[src/rtl/key_event_unit.sv]
// Key event unit: polarity-normalises and debounces a 12-key vector, turns each
// debounced press/release into a 5-bit event and queues it in a FWFT FIFO.
module key_event_unit #(
    parameter int SAMPLE_DIV = 1024,
    parameter int DEB_COUNT  = 4,
    parameter int DEPTH      = 8,
    parameter bit ACTIVE_LOW = 1'b1
) (
    input  logic                     clk,
    input  logic                     rst_n,
    input  logic [11:0]              tipka,
    input  logic                     key_ready,
    input  logic                     ovf_clr,
    output logic                     key_valid,
    output logic [3:0]               key_code,
    output logic                     key_press,
    output logic [11:0]              key_state,
    output logic [$clog2(DEPTH):0]   fifo_level,
    output logic                     overflow
);

    localparam int                 DIV_W     = $clog2(SAMPLE_DIV);
    localparam int                 PTR_W     = $clog2(DEPTH);
    localparam int                 LVL_W     = PTR_W + 1;
    localparam logic [DIV_W-1:0]   DIV_LAST  = DIV_W'(SAMPLE_DIV - 1);
    localparam logic [3:0]         DEB_LIMIT = 4'(DEB_COUNT);
    localparam logic [LVL_W-1:0]   LVL_FULL  = LVL_W'(DEPTH);

    // Lowest set index of a 12-bit request vector; 0 when none is set.
    function automatic logic [3:0] lowest_idx(input logic [11:0] v);
        logic [3:0] idx;
        idx = 4'd0;
        for (int i = 11; i >= 0; i--) begin
            if (v[i]) begin
                idx = 4'(i);
            end else begin
                idx = idx;
            end
        end
        return idx;
    endfunction

    logic [11:0]      norm_s;
    logic [DIV_W-1:0] div_r;
    logic             tick_s;
    logic [3:0]       cnt_r [12];
    logic [11:0]      flip_s;
    logic [11:0]      pending_r;
    logic [11:0]      pending_nxt_s;
    logic             push_s;
    logic [3:0]       sel_s;
    logic [4:0]       push_data_s;
    logic [4:0]       mem_r [DEPTH];
    logic [PTR_W-1:0] wr_ptr_r;
    logic [PTR_W-1:0] rd_ptr_r;
    logic             pop_s;
    logic             wr_en_s;
    logic             drop_s;

    assign norm_s = ACTIVE_LOW ? ~tipka : tipka;
    assign tick_s = (div_r == DIV_LAST);

    // Free-running sample divider.
    always_ff @(posedge clk or negedge rst_n) begin
        if (!rst_n) begin
            div_r <= '0;
        end else if (tick_s) begin
            div_r <= '0;
        end else begin
            div_r <= div_r + DIV_W'(1);
        end
    end

    // A key flips on the tick where its run of differing samples reaches DEB_COUNT.
    always_comb begin
        flip_s = 12'h000;
        for (int i = 0; i < 12; i++) begin
            if (tick_s && (norm_s[i] != key_state[i]) && ((cnt_r[i] + 4'd1) == DEB_LIMIT)) begin
                flip_s[i] = 1'b1;
            end else begin
                flip_s[i] = 1'b0;
            end
        end
    end

    // Per-key debounce counters and stable state.
    always_ff @(posedge clk or negedge rst_n) begin
        if (!rst_n) begin
            for (int i = 0; i < 12; i++) begin
                cnt_r[i] <= 4'd0;
            end
            key_state <= 12'h000;
        end else if (tick_s) begin
            for (int i = 0; i < 12; i++) begin
                if (norm_s[i] == key_state[i]) begin
                    cnt_r[i] <= 4'd0;
                end else if (flip_s[i]) begin
                    cnt_r[i]     <= 4'd0;
                    key_state[i] <= norm_s[i];
                end else begin
                    cnt_r[i] <= cnt_r[i] + 4'd1;
                end
            end
        end else begin
            key_state <= key_state;
        end
    end

    // Serialiser: one pending key per clock, lowest index first; a fresh flip keeps its bit set.
    always_comb begin
        push_s        = |pending_r;
        sel_s         = lowest_idx(pending_r);
        push_data_s   = {key_state[sel_s], sel_s};
        pending_nxt_s = pending_r;
        if (push_s) begin
            pending_nxt_s[sel_s] = 1'b0;
        end else begin
            pending_nxt_s = pending_r;
        end
        pending_nxt_s = pending_nxt_s | flip_s;
    end

    // Pending-event register.
    always_ff @(posedge clk or negedge rst_n) begin
        if (!rst_n) begin
            pending_r <= 12'h000;
        end else begin
            pending_r <= pending_nxt_s;
        end
    end

    assign key_valid = (fifo_level != '0);
    assign pop_s     = key_valid && key_ready;
    assign wr_en_s   = push_s && ((fifo_level != LVL_FULL) || pop_s);
    assign drop_s    = push_s && !wr_en_s;
    assign key_code  = mem_r[rd_ptr_r][3:0];
    assign key_press = mem_r[rd_ptr_r][4];

    // FIFO storage and pointers; storage is cleared so the idle head reads as zero.
    always_ff @(posedge clk or negedge rst_n) begin
        if (!rst_n) begin
            for (int i = 0; i < DEPTH; i++) begin
                mem_r[i] <= 5'd0;
            end
            wr_ptr_r <= '0;
            rd_ptr_r <= '0;
        end else begin
            if (wr_en_s) begin
                mem_r[wr_ptr_r] <= push_data_s;
                wr_ptr_r        <= wr_ptr_r + PTR_W'(1);
            end else begin
                wr_ptr_r <= wr_ptr_r;
            end
            if (pop_s) begin
                rd_ptr_r <= rd_ptr_r + PTR_W'(1);
            end else begin
                rd_ptr_r <= rd_ptr_r;
            end
        end
    end

    // Occupancy count; simultaneous push and pop cancel.
    always_ff @(posedge clk or negedge rst_n) begin
        if (!rst_n) begin
            fifo_level <= '0;
        end else begin
            case ({wr_en_s, pop_s})
                2'b10:   fifo_level <= fifo_level + LVL_W'(1);
                2'b01:   fifo_level <= fifo_level - LVL_W'(1);
                default: fifo_level <= fifo_level;
            endcase
        end
    end

    // Sticky overflow; a drop in the same cycle beats a clear.
    always_ff @(posedge clk or negedge rst_n) begin
        if (!rst_n) begin
            overflow <= 1'b0;
        end else if (drop_s) begin
            overflow <= 1'b1;
        end else if (ovf_clr) begin
            overflow <= 1'b0;
        end else begin
            overflow <= overflow;
        end
    end

endmodule
[config.mk]
export PLATFORM = sky130hd
export DESIGN_NAME = key_event_unit
export DESIGN_NICKNAME = d
export VERILOG_FILES = /design/src/rtl/key_event_unit.sv
export SDC_FILE = /design/constraint.sdc
export NUM_CORES = 1
export LEC_CHECK = 0
export BUFFER_PORTS_ARGS = -buffer_cell sky130_fd_sc_hd__buf_2
export CORE_MARGIN = 10
export CORE_UTILIZATION = 55
export DETAILED_ROUTE_END_ITERATION = 7
export PLACE_DENSITY = 0.79
export SKIP_CTS_REPAIR_TIMING = 1
export SYNTH_ARGS = -nofsm -noshare
export SYNTH_HDL_FRONTEND = slang
export SYNTH_SLANG_ARGS = --single-unit
[constraint.sdc]
create_clock -name clk -period 6.3 [get_ports clk]
set_clock_uncertainty 0.1 [all_clocks]
set_input_delay 0.63 -clock clk [delete_from_list [all_inputs] [get_ports clk]]
set_output_delay 0.63 -clock clk [all_outputs]
set_load 0.03 [all_outputs]
==> run_results.csv <==
group,metric,value,unit
critical_path,critPathKind,"reg -> out",
synth,synth-adder-area-share,3.84,%
global_route,grt_pass1_vias,5028,
cts,cts.sinks,133,
floorplanning,pin_count,39,
synth,synth_top_area_cell,"dfrtp_1",
critical_path,crit_family,"multiplexers",
power,fin_total_pwr,2.46,mW
place,io_buffers,38,
floorplanning,rows,40,
layout,fin_area,0.00757,sq mm
place,pre_cts_ws,3.37,ns
critical_path,critPathLaunchType,"flop",
synth,yosys.area.top_type_share,49.6,%
floorplanning,die_x,130,um
global_route,antenna_found_initial,0,
sta,hold_viol_final,0,
synth,synthDistinctLibCells,54,
synth,synth_edf_count,0,
global_route,grt_start_max_net_pins,91,
global_route,grt.overflow.total,0,
critical_path,cp.arrival,2.32,ns
cts,clk_pin_slew_worst_paths,0.05,ns
synth,ys_ff_latch,133,
synth,async_reset_ff_share,100,%
sta,rsz0062_at_grt,"no",
layout,drive_gt1_share,20.0,%
sta,fin_setup_tns,0,ns
global_route,grt_pass1_wl,24.3,mm
cts,cts_buffers,17,
layout,nets,709,
global_route,use_met2,29.8,%
critical_path,crit_required,5.57,ns
floorplanning,die_h,130,um
cts,cts_tree,"yes",
synth,syn_avg_cell_area,10.6,sq um
synth,ys.flop_type,"dfrtp_1",
sta,layout_min_cycle_time,3.05,ns
route,vias,4989,
critical_path,cp_cell_sequence,"mux4_2, mux2_2, buf_2",
cts,clockBufferDepth,2,
global_route,gr-usage-met1,21.8,%
route,drtIter0Drc,361,
route,wl_per_cell,17.7,um
synth,post-synth-top-count-cell,"dfrtp_1",
critical_path,endpoint_kind,"output pin",
synth,synth_top_family_by_area,"simple AND/OR/NAND/NOR gates",
floorplanning,die-area,0.0170,sq mm
global_route,track_usage,18.2,%
floorplanning,initial_core_util,56.1,%
route,wl,14.7,mm
min_path,hp-class,"in -> async",
synth,seq_area_frac_synth,49.6,%
layout,diodes,0,
global_route,met3_usage,5.80,%
cts,cts_root_buf,"clkbuf_16",
flow_run,max_cap_violations,0,
synth,synth_cells,635,
route,drc_errors,0,
synth,synth_area,0.00671,sq mm
critical_path,cp_max_fo,12,
place,dpl.hpwl,10.1,mm
synth,synth_compound_area_share,12.3,%
synth,synth_xor_area_share,4.83,%
place,place_area,0.00702,sq mm
sta,max_freq,328,MHz
route,detail-route-antenna-nets,0,
layout,area.growth.synth_to_final,12.7,%
synth,ys_top_cells_by_count,"dfrtp_1 (133), nand2_1 (86), o21ai_0 (83)",
power,vdd_drop_max,0.203,mV
critical_path,cpPeakStageDelay,0.81,ns
sta,setup_viol_count_final,0,
power,p_per_area,325,mW/mm^2
route,via_per_inst,6.00,
run_status,status,"finished clean",
sta,relSlewSlack,38.4,%
floorplanning,core-area,0.0120,sq mm
sta,slew_viol_final,0,
sta,post-route-period-util,48.4,%
route,drt-pass1-iter-count,5,
power,p_leak,3.22,nW
global_route,grt-busiest-layer,"met2",
sta,tightest_slew,0.917,ns
cts,clock_latency,0.43,ns
synth,synth-simple-area-share,16.6,%
place,gp_congestion,0.905,
synth,synthesis.nets,671,
synth,ys_top_cells_by_area,"dfrtp_1 (50%), o21ai_0 (6.2%), mux2_2 (5.7%)",
critical_path,slowest_stage,"dfrtp_1",
critical_path,worst-path-buf-inv,1,
sta,fin_ws,3.25,ns
synth,synth_mux_area_share,10.2,%
cts,cts_max_level,4,
synth,yosys_warnings,0,
-- placed cells by master (no fill, tap or decap), types with 10 or more instances in the layout --
master / netlist / layout
dfrtp_1: 133 / 133
buf_2: 2 / 37
nand2_1: 86 / 86
and2_1: 10 / 10
o22ai_1: 10 / 10
xnor2_1: 18 / 18
mux2_2: 34 / 34
ha_1: 19 / 19
nor2_1: 27 / 27
o21ai_0: 83 / 83
a21oi_1: 13 / 13
nand3_1: 20 / 20
mux4_2: 10 / 10
clkbuf_16: 0 / 17
or3b_2: 10 / 10
xor2_1: 19 / 19
o31ai_1: 16 / 16
inv_1: 22 / 22
nor3_1: 15 / 15
-- logic make-up after synthesis --
group | Yosys count
simple gates | 214
flops | 133
fa+ha+maj | 20
compound gates | 135
mux | 51
xor+xnor | 37
buf+inv | 45
-- metrics by stage --
step	cells	utilization (%)	hold slack (ns)
6_report	832	63.3	0.187
2_1_floorplan	635	-	0.234
4_1_cts	832	63.3	0.216
5_1_grt	832	63.3	0.245
3_5_place_dp	801	58.7	0.365
3_3_place_gp	801	58.7	0.354
-- where the power goes --
group | total, mW | switching (mW) | leakage, nW | internal [mW]
Sequential | 1.07 | 0.119 | 1.47 | 0.950
Clock | 0.925 | 0.345 | 0.271 | 0.580
Combinational | 0.468 | 0.232 | 1.48 | 0.236
-- worst reg2reg max path, stage by stage, from the launching register on --
cell and delay (ns):
dfrtp_1 0.43, nor4_2 0.42, and2_1 0.21, nand2_1 0.09, and2_1 0.28, inv_2 0.18
ha_1 0.24, ha_1 0.24, a21o_1 0.17, a21oi_1 0.17, xnor2_1 0.14, nor2_1 0.07
xor2_1 0.14
-- layout make-up --
class / count / area [sq um]
Clock buffer: 27 / 503
Clock inverter: 4 / 45.0
Fill cell: 930 / 4390
Inverter: 23 / 86.3
Multi-Input combinational cell: 457 / 3210
Sequential cell: 133 / 3330
Tap cell: 147 / 184
Timing Repair Buffer: 41 / 215
-- metal layers --
metal	part of all wire, %	up-vias
met5	0	-
met3	5.8	32
met1	44	2457
met4	1.9	0
li1	-	2351
met2	49	149
-- registers in the layout, summed over array words and instances, names as in the netlist --
signal      cells
cnt_r          48
mem_r          40
key_state      12
pending_r      12
div_r          10
fifo_level      4
rd_ptr_r        3
wr_ptr_r        3
overflow        1
-- worst paths after layout --
path | startpoint | to | slack, ns | depth (start not counted)
setup / recovery | rd_ptr_r[0] | key_code[2] | 3.25 | 3
hold / removal | rst_n | fifo_level[3] | 0.19 | 1
setup reg to reg | pending_r[6] | fifo_level[3] | 3.30 | 12
hold reg to reg | mem_r[0] | mem_r[0] | 0.37 | 2
max in group asynchronous | rst_n | pending_r[1] | 4.55 | 2
min in group clk | tipka[1] | key_state[1] | 0.31 | 2
No activity file was read; power rests on OpenSTA's default activity.
